$ cat src/rtl/uart_reg_bridge_if.sv
// Bundle between the UART command engine and its neighbours: the RX FIFO
// (first-word-fall-through read side), the TX FIFO (push side), the 8-bit
// register bus and two status outputs.
//   master : the bridge (drives rx_next, tx_*, reg_addr/wdata/we/re, busy,
//            err_timeout; reads rx_data, rx_empty, tx_full, reg_rdata)
//   slave  : the FIFOs / register file / status consumer
interface uart_reg_bridge_if;
  logic [7:0] rx_data;
  logic       rx_empty;
  logic       rx_next;
  logic [7:0] tx_data;
  logic       tx_en;
  logic       tx_full;
  logic [7:0] reg_addr;
  logic [7:0] reg_wdata;
  logic       reg_we;
  logic       reg_re;
  logic [7:0] reg_rdata;
  logic       busy;
  logic       err_timeout;

  modport master (
    input  rx_data, rx_empty, tx_full, reg_rdata,
    output rx_next, tx_data, tx_en, reg_addr, reg_wdata, reg_we, reg_re,
           busy, err_timeout
  );

  modport slave (
    output rx_data, rx_empty, tx_full, reg_rdata,
    input  rx_next, tx_data, tx_en, reg_addr, reg_wdata, reg_we, reg_re,
           busy, err_timeout
  );
endinterface

$ cat src/rtl/uart_reg_bridge.sv
// Command engine on the user side of a buffered UART. Pops host bytes from
// the RX FIFO, parses 'W' addr data / 'R' addr frames into single-cycle
// register bus accesses and pushes exactly one response byte per accepted
// opcode ('K' for a write, read data for a read, '?' for an unknown opcode).
// A frame that stalls mid-way for TIMEOUT_CYCLES is dropped silently apart
// from a one-cycle err_timeout pulse.
// Ports:
//   clk    : system clock, rising edge
//   rst_n  : asynchronous active-low reset
//   bus    : uart_reg_bridge_if.master (RX/TX FIFO, register bus, status)
module uart_reg_bridge #(
  parameter int unsigned TIMEOUT_CYCLES = 1000000
) (
  input logic              clk,
  input logic              rst_n,
  uart_reg_bridge_if.master bus
);

  localparam logic [7:0] OP_WRITE = 8'h57;
  localparam logic [7:0] OP_READ  = 8'h52;
  localparam logic [7:0] RSP_OK   = 8'h4B;
  localparam logic [7:0] RSP_BAD  = 8'h3F;

  localparam int unsigned TW = $clog2(TIMEOUT_CYCLES) + 1;
  localparam logic [TW-1:0] TIMER_LAST = TW'(TIMEOUT_CYCLES - 1);

  typedef enum logic [2:0] {
    S_IDLE,
    S_GET_ADDR,
    S_GET_DATA,
    S_BUS_WR,
    S_BUS_RD,
    S_WAIT_RD,
    S_SEND
  } state_e;

  state_e          state_q, state_d;
  logic [7:0]      opcode_q, opcode_d;
  logic [7:0]      tx_data_q, tx_data_d;
  logic [7:0]      addr_q, addr_d;
  logic [7:0]      wdata_q, wdata_d;
  logic [TW-1:0]   timer_q, timer_d;
  logic            pop;
  logic            waiting;
  logic            expire;

  always_ff @(posedge clk or negedge rst_n) begin
    if (!rst_n) begin
      state_q   <= S_IDLE;
      opcode_q  <= '0;
      tx_data_q <= '0;
      addr_q    <= '0;
      wdata_q   <= '0;
      timer_q   <= '0;
    end else begin
      state_q   <= state_d;
      opcode_q  <= opcode_d;
      tx_data_q <= tx_data_d;
      addr_q    <= addr_d;
      wdata_q   <= wdata_d;
      timer_q   <= timer_d;
    end
  end

  always_comb begin
    state_d   = state_q;
    opcode_d  = opcode_q;
    tx_data_d = tx_data_q;
    addr_d    = addr_q;
    wdata_d   = wdata_q;
    timer_d   = timer_q;
    pop       = 1'b0;
    expire    = 1'b0;
    waiting   = (state_q == S_GET_ADDR) || (state_q == S_GET_DATA);

    unique case (state_q)
      S_IDLE: begin
        if (!bus.rx_empty) begin
          pop      = 1'b1;
          opcode_d = bus.rx_data;
          if (bus.rx_data == OP_WRITE || bus.rx_data == OP_READ) begin
            state_d = S_GET_ADDR;
          end else begin
            tx_data_d = RSP_BAD;
            state_d   = S_SEND;
          end
        end
      end
      S_GET_ADDR: begin
        if (!bus.rx_empty) begin
          pop     = 1'b1;
          addr_d  = bus.rx_data;
          state_d = (opcode_q == OP_WRITE) ? S_GET_DATA : S_BUS_RD;
        end else if (timer_q == TIMER_LAST) begin
          expire  = 1'b1;
          state_d = S_IDLE;
        end
      end
      S_GET_DATA: begin
        if (!bus.rx_empty) begin
          pop     = 1'b1;
          wdata_d = bus.rx_data;
          state_d = S_BUS_WR;
        end else if (timer_q == TIMER_LAST) begin
          expire  = 1'b1;
          state_d = S_IDLE;
        end
      end
      S_BUS_WR: begin
        tx_data_d = RSP_OK;
        state_d   = S_SEND;
      end
      S_BUS_RD: begin
        state_d = S_WAIT_RD;
      end
      S_WAIT_RD: begin
        tx_data_d = bus.reg_rdata;
        state_d   = S_SEND;
      end
      S_SEND: begin
        if (!bus.tx_full) begin
          state_d = S_IDLE;
        end
      end
      default: begin
        state_d = S_IDLE;
      end
    endcase

    // Every entry to GET_ADDR/GET_DATA coincides with a pop, so clearing on
    // pop also covers clearing on entry. The counter saturates instead of
    // wrapping so a huge TIMEOUT_CYCLES can never alias back to zero.
    if (pop) begin
      timer_d = '0;
    end else if (waiting && bus.rx_empty && (timer_q != '1)) begin
      timer_d = timer_q + 1'b1;
    end
  end

  assign bus.rx_next     = pop;
  assign bus.tx_en       = (state_q == S_SEND) && !bus.tx_full;
  assign bus.tx_data     = tx_data_q;
  assign bus.reg_addr    = addr_q;
  assign bus.reg_wdata   = wdata_q;
  assign bus.reg_we      = (state_q == S_BUS_WR);
  assign bus.reg_re      = (state_q == S_BUS_RD);
  assign bus.busy        = (state_q != S_IDLE);
  assign bus.err_timeout = expire;

endmodule

$ cat src/flat_wrapper.sv
// flat-port wrapper written by rule: the top's interface ports become plain ports
module uart_reg_bridge_flat 
#(
  parameter int unsigned TIMEOUT_CYCLES = 1000000
)
  (clk, rst_n, bus_rx_data, bus_rx_empty, bus_tx_full, bus_reg_rdata, bus_rx_next, bus_tx_data, bus_tx_en, bus_reg_addr, bus_reg_wdata, bus_reg_we, bus_reg_re, bus_busy, bus_err_timeout);
  uart_reg_bridge_if bus_i ();
  input logic clk;
  input logic rst_n;
  input wire logic [$bits(bus_i.rx_data)-1:0] bus_rx_data;
  input wire logic [$bits(bus_i.rx_empty)-1:0] bus_rx_empty;
  input wire logic [$bits(bus_i.tx_full)-1:0] bus_tx_full;
  input wire logic [$bits(bus_i.reg_rdata)-1:0] bus_reg_rdata;
  output wire logic [$bits(bus_i.rx_next)-1:0] bus_rx_next;
  output wire logic [$bits(bus_i.tx_data)-1:0] bus_tx_data;
  output wire logic [$bits(bus_i.tx_en)-1:0] bus_tx_en;
  output wire logic [$bits(bus_i.reg_addr)-1:0] bus_reg_addr;
  output wire logic [$bits(bus_i.reg_wdata)-1:0] bus_reg_wdata;
  output wire logic [$bits(bus_i.reg_we)-1:0] bus_reg_we;
  output wire logic [$bits(bus_i.reg_re)-1:0] bus_reg_re;
  output wire logic [$bits(bus_i.busy)-1:0] bus_busy;
  output wire logic [$bits(bus_i.err_timeout)-1:0] bus_err_timeout;
  assign bus_i.rx_data = bus_rx_data;
  assign bus_i.rx_empty = bus_rx_empty;
  assign bus_i.tx_full = bus_tx_full;
  assign bus_i.reg_rdata = bus_reg_rdata;
  assign bus_rx_next = bus_i.rx_next;
  assign bus_tx_data = bus_i.tx_data;
  assign bus_tx_en = bus_i.tx_en;
  assign bus_reg_addr = bus_i.reg_addr;
  assign bus_reg_wdata = bus_i.reg_wdata;
  assign bus_reg_we = bus_i.reg_we;
  assign bus_reg_re = bus_i.reg_re;
  assign bus_busy = bus_i.busy;
  assign bus_err_timeout = bus_i.err_timeout;
  uart_reg_bridge #(.TIMEOUT_CYCLES(TIMEOUT_CYCLES)) u_core (.clk(clk), .rst_n(rst_n), .bus(bus_i));
endmodule
$ cat config.mk
export PLATFORM = sky130hd
export DESIGN_NAME = uart_reg_bridge_flat
export DESIGN_NICKNAME = d
export VERILOG_FILES = /design/src/rtl/uart_reg_bridge_if.sv /design/src/rtl/uart_reg_bridge.sv /design/src/flat_wrapper.sv
export SDC_FILE = /design/constraint.sdc
export NUM_CORES = 1
export LEC_CHECK = 0
export ABC_AREA = 1
export BUFFER_PORTS_ARGS = -buffer_cell sky130_fd_sc_hd__buf_2
export CAP_MARGIN = 25
export CELL_PAD_IN_SITES_DETAIL_PLACEMENT = 1
export CELL_PAD_IN_SITES_GLOBAL_PLACEMENT = 1
export CORE_ASPECT_RATIO = 0.5
export CORE_UTILIZATION = 44
export DETAILED_ROUTE_END_ITERATION = 6
export PLACE_DENSITY_LB_ADDON = 0.1
export SYNTH_ARGS = -nofsm -noshare
export SYNTH_HDL_FRONTEND = slang
export SYNTH_SLANG_ARGS = --single-unit
$ cat constraint.sdc
create_clock -name clk -period 4 [get_ports clk]
set_input_delay 0.4 -clock clk [delete_from_list [all_inputs] [get_ports clk]]
set_output_delay 0.4 -clock clk [all_outputs]
set_load 0.01 [all_outputs]
==> run metrics <==
status=finished, final reports clean; number of CTS-inserted buffers=5; largest net degree at the start of global routing=35; effective utilization at floorplan=between 40% and 50%; Max Cap Violations=0; number of vias in the routed layout=about 2,700; GRT Util Overall=25.1%; ratio of final minimum period to clock period=56.9%; multiplexer share of the synthesized area=0%; Cells after Synth=385; Worst Hold Class=in2async; yosys synthesis warning count=0; Bufs on Longest Clock Path=2; hold buffer count at CTS=0; setup repair after global routing missed its margin=false; depth of the CTS H-tree=2; commonest non-fill, non-tap cell in the layout=nand2_1; adder and majority gate portion of the synthesized area=0.429%; min Tclk post-route=2280 ps; first-pass GRT wire length=13,400 um; synthesized net count=406; violation count after the first detailed-route iteration=110; TritonCTS sink count=56; largest family of logic cells by synthesized area=simple AND/OR/NAND/NOR gates; sequential-to-total area share from yosys stat=48.0%; Setup crit start kind=flop; Setup Total Neg Slack=0 ps; Unique masters post-synth=29; CTS root buffer=clkbuf_16; via count of the first global-routing pass=2,831; wire length per cell after detailed routing=~15 um; post-synthesis share of cell area spent on xor and xnor gates=4.50%; number of slew-limit violations in the final report=0; antenna violations before repair=0; synthesized-area fraction occupied by ao, oa, aoi and oai cells=8.87%; standby leakage power=1.72 nW; number of standard-cell rows in the floorplan=20; Syn Area/Cell=approximately 7.6 um2; f_max=~0.44 GHz; data required time at the worst endpoint=3600 ps; routability-driven placement congestion ratio=just over 0.8; Worst Clk Skew=5.37 ps; min setup slack post-route=roughly 1700 ps; HPWL after DPL=5960 um; buffers added on ports=49; largest driver fanout on the critical path=21; classification of the worst setup path=reg2out; overall die width=approximately 120 um; number of top-level pins=50; drt via density=between 5 and 6; Worst slew margin=46.6%; Total Wirelength=7870 um; share of the core filled with cells=54.4%; Syn-to-layout area delta=16.2%; number of storage elements in the synthesis netlist=56; worst stage delay on the critical path=590 ps; Remaining DRCs=0; simple-gate portion of the synthesized area=a little under a third; latest clock arrival within the worst-skew pair=around 300 ps; critical-path cell with the highest stage delay=dfrtp_1; Worst Setup End Kind=output port; vertical die dimension=59.6 um; combined area of all synthesized cells=0.00292 mm2; Pre-antenna DRT Iters=4; final count of negative-setup-slack endpoints=0; clock slew at the register clock pins of the worst setup and hold paths=approximately 80 ps; power per standard cell area=602 mW/mm2; worst-margin pin slew=801 ps; antenna diode instance count=0; crit path DAT=1880 ps; number of gates given a new drive strength after cts=0; top library cells by usage in the layout, fill and taps aside=113 x nand2_1, 56 x dfrtp_1, 49 x buf_2, 43 x nor2_1; minimum hold slack=186 ps; Placeable Area=0.00623 mm2; maximum VDD drop=353 uV; TritonCTS clock tree=built; worst path cell trace=a21oi_1 -> nand2_1 -> inv_1 -> buf_2; Overflow after GRT=0; Hold Violations, Final=0; share of cells above drive strength 1=16.1%; pre-CTS worst setup slack=1750 ps; postcts setup bufs=0; nets@finish=455; DIE AREA=approximately 0.007 mm2; count of antenna-violating nets left after detailed routing=0
-- cells in the mapped netlist, drive strengths merged --
master  count  share of area [%]
nor2       45                6.1
or2         1               0.21
o22a        3               0.90
a31oi       1               0.21
nand3      38                6.5
xnor2       6                1.8
ha          1               0.43
nor4        1               0.21
clkbuf      5               0.64
xor2        9                2.7
a21o        2               0.51
clkinv      1               0.17
o21a        1               0.26
o21ai      33                5.8
inv        40                5.1
a21oi       7                1.2
nand4       7                1.5
buf         4               0.90
nand2     117                 16
dfrtp      56                 48
nor3        7                1.2
-- final timing paths --
check,from,endpoint,slack [ps],depth (start not counted)
max,u_core.state_q[2],bus_rx_next,1720,4
min,rst_n,u_core.timer_q[0],190,1
max reg2reg,u_core.state_q[2],u_core.bus.tx_data[6],1750,8
min reg2reg,u_core.bus.tx_data[7],u_core.bus.tx_data[7],480,2
max in group asynchronous,rst_n,u_core.opcode_q[6],2980,2
min in group clk,bus_reg_rdata[3],u_core.bus.tx_data[3],330,2
-- layer usage --
layer | track usage (%) | wire length (um) | up-vias
li1 | - | - | 1323
met1 | 32.3 | 3730 | 1332
met2 | 43.5 | 3760 | 39
met3 | 6.75 | 366 | 4
met4 | 3.62 | 23 | 0
met5 | 0 | 0 | -
-- state kept, by name, indices dropped and copies added (netlist names) --
register and flops:
u_core.state_q 3, u_core.opcode_q 8, u_core.bus.reg_wdata 8, u_core.bus.tx_data 8, u_core.timer_q 21, u_core.bus.reg_addr 8
-- where the power goes --
part | internal, mW | leakage, nW | switching, mW
clock network | 0.235 | 0.0742 | 0.214
registers | 0.736 | 0.716 | 0.117
logic | 0.254 | 0.931 | 0.486
-- final cells by class --
class | count | area (um2)
inverter | 41 | 155
clock inverter | 3 | 22.5
fill | 822 | 2840
sequential | 56 | 1400
clock buffer | 5 | 125
timing repair buffer | 51 | 260
tap | 88 | 110
multi-input combinational | 279 | 1320
-- critical path, delay by kind of cell (launching register included) --
kind / cells / cell delay [ps]
AOI/OAI and AO/OA: 1 / 80
buffers and inverters: 2 / 320
and+or+nand+nor: 1 / 590
DFF: 1 / 590
-- cells by family after synthesis --
family / count (synthesis)
and+or+nand+nor: 216
buffers and inverters: 50
adders and majority gates: 1
AOI/OAI and AO/OA: 47
DFF: 56
xor gates and xnor gates: 15
-- stage by stage --
stage | area (um2) | instances | total power, mW
finish | 3390 | 523 | 2.04
global placement | 3240 | 515 | 1.56
CTS | 3390 | 523 | 2.06
detailed placement | 3240 | 515 | 1.61
global route | 3390 | 523 | 2.20
floorplan | 2920 | 385 | 1.32
Note: power is estimated with default switching activity, not from simulation.
